==> src/rtl/matmul_ctrl.sv <==
// Matrix multiply controller: walks C = A x B one element at a time,
// reading A/B from an external memory, accumulating K products and
// writing each finished C element back before moving to the next one.
module matmul_ctrl #(
  parameter int M                        = 4,
  parameter int K                        = 4,
  parameter int N                        = 4,
  parameter int DATA_WIDTH_INIT_MATRIX   = 32,
  parameter int DATA_WIDTH_RESULT_MATRIX = 2*DATA_WIDTH_INIT_MATRIX+$clog2(K)
) (
  input  logic                                      clk,
  input  logic                                      resetn,
  input  logic                                      start,
  input  logic                                      stop,
  output logic                                      busy,
  output logic                                      done,
  input  logic [DATA_WIDTH_INIT_MATRIX-1:0]         data_in_a,
  input  logic [DATA_WIDTH_INIT_MATRIX-1:0]         data_in_b,
  output logic [((M > 1) ? $clog2(M) : 1)-1:0]      row_addr_a,
  output logic [((K > 1) ? $clog2(K) : 1)-1:0]      col_addr_a,
  output logic [((K > 1) ? $clog2(K) : 1)-1:0]      row_addr_b,
  output logic [((N > 1) ? $clog2(N) : 1)-1:0]      col_addr_b,
  output logic                                      matrix_a_re,
  output logic                                      matrix_b_re,
  output logic [((M > 1) ? $clog2(M) : 1)-1:0]      row_addr_c,
  output logic [((N > 1) ? $clog2(N) : 1)-1:0]      col_addr_c,
  output logic                                      matrix_c_we,
  output logic [DATA_WIDTH_RESULT_MATRIX-1:0]       data_out_c
);

  localparam int DW = DATA_WIDTH_INIT_MATRIX;
  localparam int RW = DATA_WIDTH_RESULT_MATRIX;
  localparam int MW = (M > 1) ? $clog2(M) : 1;
  localparam int KW = (K > 1) ? $clog2(K) : 1;
  localparam int NW = (N > 1) ? $clog2(N) : 1;

  localparam logic [MW-1:0] M_LAST = MW'(M - 1);
  localparam logic [KW-1:0] K_LAST = KW'(K - 1);
  localparam logic [NW-1:0] N_LAST = NW'(N - 1);

  typedef enum logic [1:0] {
    IDLE  = 2'd0,
    MAC   = 2'd1,
    WRITE = 2'd2,
    DONE  = 2'd3
  } state_t;

  state_t state, state_next;

  logic [MW-1:0]   i;
  logic [KW-1:0]   k;
  logic [NW-1:0]   j;
  logic [RW-1:0]   acc;
  logic [2*DW-1:0] product;
  logic            last_element;

  assign product      = {{DW{1'b0}}, data_in_a} * {{DW{1'b0}}, data_in_b};
  assign last_element = (i == M_LAST) && (j == N_LAST);

  // State register; reset parks the controller in IDLE from anywhere.
  always_ff @(posedge clk) begin
    if (!resetn) state <= IDLE;
    else         state <= state_next;
  end

  // Next-state decision: stop aborts MAC/WRITE, DONE always returns to IDLE.
  always_comb begin
    state_next = state;
    case (state)
      IDLE:  if (start && !stop) state_next = MAC;
      MAC: begin
        if (stop)             state_next = IDLE;
        else if (k == K_LAST) state_next = WRITE;
      end
      WRITE: begin
        if (stop)              state_next = IDLE;
        else if (last_element) state_next = DONE;
        else                   state_next = MAC;
      end
      DONE:    state_next = IDLE;
      default: state_next = IDLE;
    endcase
  end

  // Index and accumulator updates; an abort clears everything for the next run.
  always_ff @(posedge clk) begin
    if (!resetn) begin
      i   <= '0;
      j   <= '0;
      k   <= '0;
      acc <= '0;
    end else begin
      case (state)
        IDLE: begin
          if (start && !stop) begin
            i   <= '0;
            j   <= '0;
            k   <= '0;
            acc <= '0;
          end
        end
        MAC: begin
          if (stop) begin
            i   <= '0;
            j   <= '0;
            k   <= '0;
            acc <= '0;
          end else begin
            acc <= acc + RW'(product);
            k   <= (k == K_LAST) ? '0 : k + KW'(1);
          end
        end
        WRITE: begin
          acc <= '0;
          if (stop || last_element) begin
            i <= '0;
            j <= '0;
          end else if (j != N_LAST) begin
            j <= j + NW'(1);
          end else begin
            j <= '0;
            i <= i + MW'(1);
          end
        end
        default: ;
      endcase
    end
  end

  // Memory-side outputs are decoded from the state and held at zero elsewhere.
  always_comb begin
    busy        = 1'b0;
    done        = 1'b0;
    row_addr_a  = '0;
    col_addr_a  = '0;
    row_addr_b  = '0;
    col_addr_b  = '0;
    matrix_a_re = 1'b0;
    matrix_b_re = 1'b0;
    row_addr_c  = '0;
    col_addr_c  = '0;
    matrix_c_we = 1'b0;
    data_out_c  = '0;
    case (state)
      MAC: begin
        busy        = 1'b1;
        row_addr_a  = i;
        col_addr_a  = k;
        row_addr_b  = k;
        col_addr_b  = j;
        matrix_a_re = 1'b1;
        matrix_b_re = 1'b1;
      end
      WRITE: begin
        busy        = 1'b1;
        row_addr_c  = i;
        col_addr_c  = j;
        matrix_c_we = 1'b1;
        data_out_c  = acc;
      end
      DONE:    done = 1'b1;
      default: ;
    endcase
  end

endmodule

==> config.mk <==
export PLATFORM = sky130hd
export DESIGN_NAME = matmul_ctrl
export DESIGN_NICKNAME = d
export VERILOG_FILES = /design/src/rtl/matmul_ctrl.sv
export SDC_FILE = /design/constraint.sdc
export NUM_CORES = 2
export LEC_CHECK = 0
export ABC_CLOCK_PERIOD_IN_PS = 8200
export CORE_MARGIN = 1.5
export CORE_UTILIZATION = 59
export CTS_CLUSTER_DIAMETER = 80
export CTS_CLUSTER_SIZE = 28
export DETAILED_ROUTE_END_ITERATION = 8
export GPL_ROUTABILITY_DRIVEN = 0
export PLACE_DENSITY = 0.91
export SLEW_MARGIN = 0
export SYNTH_ARGS = -nofsm -noshare
export SYNTH_HDL_FRONTEND = slang
export SYNTH_SLANG_ARGS = --single-unit
export TNS_END_PERCENT = 5
==> constraint.sdc <==
create_clock -name clk -period 8.2 [get_ports clk]
set_input_delay 1.64 -clock clk [delete_from_list [all_inputs] [get_ports clk]]
set_output_delay 1.64 -clock clk [all_outputs]
set_load 0.005 [all_outputs]
==> metrics, run 1 <==
clock tree sinks=74; GRT Total Usage=80.77%; Primary FF master, synth=sky130_fd_sc_hd__dfxtp_1; status=stopped before the end; cell types with the largest area share after synthesis=sky130_fd_sc_hd__fa_1 50%, sky130_fd_sc_hd__inv_1 11%, sky130_fd_sc_hd__and2_1 8.8%; CTS H-Tree Depth=3; number of warning messages in the yosys log=0; clock tree root driver cell=sky130_fd_sc_hd__clkbuf_16; Die Span X=258.5 um; number of standard cells after synthesis=4382; row count=93; grt total ovfl=492; fraction of synthesis flops using an asynchronous set or reset pin=0%; Post-CTS Hold Buffers=0; tool error=[ERROR GRT-0232] Routing congestion too high. Check the congestion heatmap in the GUI.; net count of the mapped netlist=5673; number of enable flip-flop cells after synthesis=0; Final HPWL DP=103.9 mm; placed insts=5549; count of different cell masters after synthesis=73; initial cell density of the core=59.74%; Synth Area per Inst=8.788 um^2; largest area contributor in the synthesized netlist=sky130_fd_sc_hd__fa_1; deepest clock path buffer count=2; pin category terminating the worst setup path after the last repair=sequential cell input; TritonCTS Buffers=9; register bit count reported by yosys=74; proportion of netlist area held by the largest area contributor=50.01%; pin count of the biggest net entering global routing=45; vertical die dimension=258.5 um; endpoint with the least setup slack after the last repair=acc[62]$_SDFFE_PN0P_/D; boundary pin count=151; count of input and output buffers=150; netlist area before placement=38510 um^2; pre-CTS WS=-1319 ps; last step reached=global routing (5_1_grt); sequential cell area fraction in the yosys report=3.847%
-- synth_stat cells, types with 9 or more instances --
cell type,instances
sky130_fd_sc_hd__a21boi_0,9
sky130_fd_sc_hd__a21o_1,31
sky130_fd_sc_hd__a21oi_1,77
sky130_fd_sc_hd__a22oi_1,24
sky130_fd_sc_hd__and2_1,543
sky130_fd_sc_hd__buf_2,10
sky130_fd_sc_hd__clkbuf_1,229
sky130_fd_sc_hd__dfxtp_1,74
sky130_fd_sc_hd__fa_1,962
sky130_fd_sc_hd__ha_1,261
sky130_fd_sc_hd__inv_1,1099
sky130_fd_sc_hd__nand2_1,668
sky130_fd_sc_hd__nand2b_1,9
sky130_fd_sc_hd__nand3_1,18
sky130_fd_sc_hd__nand4_1,16
sky130_fd_sc_hd__nor2_1,42
sky130_fd_sc_hd__nor2b_1,31
sky130_fd_sc_hd__nor3_1,12
sky130_fd_sc_hd__o211ai_1,9
sky130_fd_sc_hd__o21ai_0,63
sky130_fd_sc_hd__o21ai_1,9
sky130_fd_sc_hd__o21bai_1,17
sky130_fd_sc_hd__xnor2_1,36
sky130_fd_sc_hd__xor2_1,21
-- stage by stage --
step / setup TNS (ps) / instance area (um^2) / utilization [%] / hold slack [ps]
after floorplan: -316.2 / 38680 / - / 433.9
after global placement: -35600 / 44140 / 68.47 / 471.6
after detailed placement: -44640 / 44140 / 68.47 / 477.5
after CTS: -11930 / 46920 / 72.79 / 486.6
-- routing by layer --
metal	GRT overflow	global-route usage, %
met5	0	64.03
met2	264	91.53
met1	38	77.06
met3	36	75.76
met4	154	78.48
-- repair_timing --
action                                 4_1_cts
resized for setup                          389
setup buffers                              115
pin swaps                                  132
gates cloned                                24
endpoints found under the hold margin        0
setup endpoints to repair                   47
-- cells by family after synthesis --
logic type               share of synthesized area, %
AO/OA/AOI/OAI                                   5.182
XOR/XNOR                                        1.296
adder cells (fa/ha/maj)                         58.49
buffers and inverters                           13.18
flip-flops                                      3.847
multiplexers                                   0.1300
AND/OR/NAND/NOR                                 17.88
==> inputs of run 2 (changes only) <==
- ABC_CLOCK_PERIOD_IN_PS: 8200 -> 10700
- CORE_UTILIZATION: 59 -> 40
- CTS_CLUSTER_DIAMETER: 80 -> not set
- CTS_CLUSTER_SIZE: 28 -> not set
- PLACE_DENSITY: 0.91 -> not set
- PLACE_DENSITY_LB_ADDON: not set -> 0.15
- clock period: 8.2 -> 10.7 ns (I/O delays scaled with it)
==> run 2 against run 1 <==
- the flow now finishes without violations
- area after synthesis stayed put
- synthesized cell count unchanged
==> metrics, run 2 <==
most frequent cells after synthesis=1099 x sky130_fd_sc_hd__inv_1, 962 x sky130_fd_sc_hd__fa_1, 668 x sky130_fd_sc_hd__nand2_1, 543 x sky130_fd_sc_hd__and2_1, 261 x sky130_fd_sc_hd__ha_1 (unchanged); Routed Antenna Nets=0; boundary pin count=151 (unchanged); clock tree sinks=74 (unchanged); Seq. cell area=1481 um^2; fillers=9466; total number of vias=28.09k; setup violation total in the final timing report=0; area growth from synthesis to layout=9.374%; startpoint class of the critical path=input pin; wire length of the first global-routing pass=180.2 mm; CP max stage delay=800 ps; via density per instance=4.923; Die Span X=313.3 um (was 258.5 um); post-CTS setup buffer count=0 (was 115); post-placement cell area=41830 um^2 (was 44140 um^2); Core Region=95150 um^2; max-slew violation count=0; post-CTS clock slew at the launch and capture registers of the worst setup and hold paths=70 ps; clock insertion delay at the later pin of the skew report=360 ps; grt total ovfl=0; number of enable flip-flop cells after synthesis=0 (unchanged); row count=113 (was 93); Req. time, crit path=10940 ps; cell types with the largest area share after synthesis=sky130_fd_sc_hd__fa_1 50%, sky130_fd_sc_hd__inv_1 11%, sky130_fd_sc_hd__and2_1 8.8% (unchanged); design area=42120 um^2; sequential cell area fraction in the yosys report=3.847% (unchanged); status=completed (was stopped before the end); per-cell routed wire length=19.60 um; TritonCTS Buffers=9 (unchanged); CTS tree=yes; Final HPWL DP=97.52 mm (was 103.9 mm); pin count of the biggest net entering global routing=62; critical-path maximum fanout=22; antenna violations before repair=5; count of input and output buffers=150 (unchanged); Bufs and invs on worst path=6; maximum clock skew at final layout=12.79 ps; clock tree root driver cell=sky130_fd_sc_hd__clkbuf_16 (unchanged); register bit count reported by yosys=74 (unchanged); netlist area before placement=38510 um^2 (unchanged); number of max-cap violations=0; post-cts sizing count=0 (was 389); Crit Path Category=in2reg; fraction of final layout cells sized beyond drive strength 1=4.122%; Critical Path End Type=register; RSZ-0062 raised after global routing=false; most frequently used cell type in the post-synthesis netlist=sky130_fd_sc_hd__inv_1 (unchanged); arrival time of data at the critical path endpoint=10280 ps; setup TNS=0 ps; worst slew pin tran=868.0 ps; cell occurring most often along the worst timing path=sky130_fd_sc_hd__fa_1; deepest clock path buffer count=2 (unchanged); register with the most flip-flops=acc; Routed Wire Length=111.8 mm; most frequent cells in the layout=1099 x sky130_fd_sc_hd__inv_1, 962 x sky130_fd_sc_hd__fa_1, 668 x sky130_fd_sc_hd__nand2_1; vertical die dimension=313.3 um (was 258.5 um); Post-CTS Hold Buffers=0 (unchanged); multi-input logic area=31960 um^2; slowest stage cell, crit path=sky130_fd_sc_hd__clkdlybuf4s50_1; initial cell density of the core=40.47% (was 59.74%); 1st-iter DRT viols=1587; flip-flop count of the largest register after layout=66; final worst path period need=10050 ps; Period Utilization, post-route=93.91%; post-detailed-route DRC marker count=0; final-report hold violation count=0; diode count=0; leading cell type in the layout, fill and taps excluded=sky130_fd_sc_hd__inv_1; count of different cell masters after synthesis=73 (unchanged); number of iterations in the first detailed-routing pass=6; largest area contributor in the synthesized netlist=sky130_fd_sc_hd__fa_1 (unchanged); highest attainable clock frequency=0.09952 GHz; Largest delay share family, worst path=adder cells; CTS H-Tree Depth=3 (unchanged); Total Nets Final=5726; fraction of synthesis flops using an asynchronous set or reset pin=0% (unchanged); via count of the first global-routing pass=30.16k; GRT Total Usage=23.88%; Synth Area per Inst=8.788 um^2 (unchanged); number of warning messages in the yosys log=0 (unchanged); tightest slew margin relative to the limit=41.95%; Min-Delay Path Class=reg2reg; worst-case hold slack=474.6 ps; Primary FF master, synth=sky130_fd_sc_hd__dfxtp_1 (unchanged); number of standard cells after synthesis=4382 (unchanged); net count of the mapped netlist=5673 (unchanged); proportion of netlist area held by the largest area contributor=50.01% (unchanged); die area=98140 um^2
## run 2: cell counts after synthesis
No cell type changed its count.
## run 2: per-stage QoR
step	setup slack, ps	util [%]	instances
floorplan	1579	-	4382
global placement	307.9	43.96	5689
detailed placement	322.5	43.96	5689
CTS	651.3	44.26	5705
global route	325.5	44.26	5705
finish	651.4	44.26	5705
## run 2: final timing paths
path	start	end	slack, ps	cells past startpoint
min	acc[60]	acc[60]	470	2
max	data_in_a[21]	acc[58]	650	26
min reg2reg	acc[60]	acc[60]	470	2
max reg2reg	acc[18]	acc[58]	3070	26
## run 2: cell families (layout without fill, tap and decap cells)
| logic type | after synthesis | count (layout) | share of synthesized area, % |
|---|---|---|---|
| flip-flops | 74 | 74 | 3.847 |
| AND/OR/NAND/NOR | 1382 | 1382 | 17.88 |
| multiplexers | 5 | 5 | 0.1300 |
| adder cells (fa/ha/maj) | 1223 | 1223 | 58.49 |
| AO/OA/AOI/OAI | 298 | 298 | 5.182 |
| buffers and inverters | 1343 | 1401 | 13.18 |
| XOR/XNOR | 57 | 57 | 1.296 |
## run 2: metal layers
layer,track usage (%),routed length (um)
met2,40.43,54660
met3,1.767,4452
met1,33.94,50950
met4,4.271,1774
met5,0,0
## run 2: tightest hold or removal path, stage by stage, from the launching register on
cell and delay [ps]:
sky130_fd_sc_hd__dfxtp_1 320, sky130_fd_sc_hd__nand2_1 50, sky130_fd_sc_hd__o21ai_1 50
## run 2: area by class of cell
class / instances / area share [%]
tap: 1265 / 3.758
timing repair buffer: 286 / 6.375
inverter: 1099 / 9.794
clock inverter: 7 / 0.1426
multi-input combinational: 2965 / 75.88
clock buffer: 9 / 0.5347
sequential: 74 / 3.517
Power of run 2 is left out: the tool's default activity adds up to more than one toggle a clock period on the data nets, which glitch-free logic cannot reach.
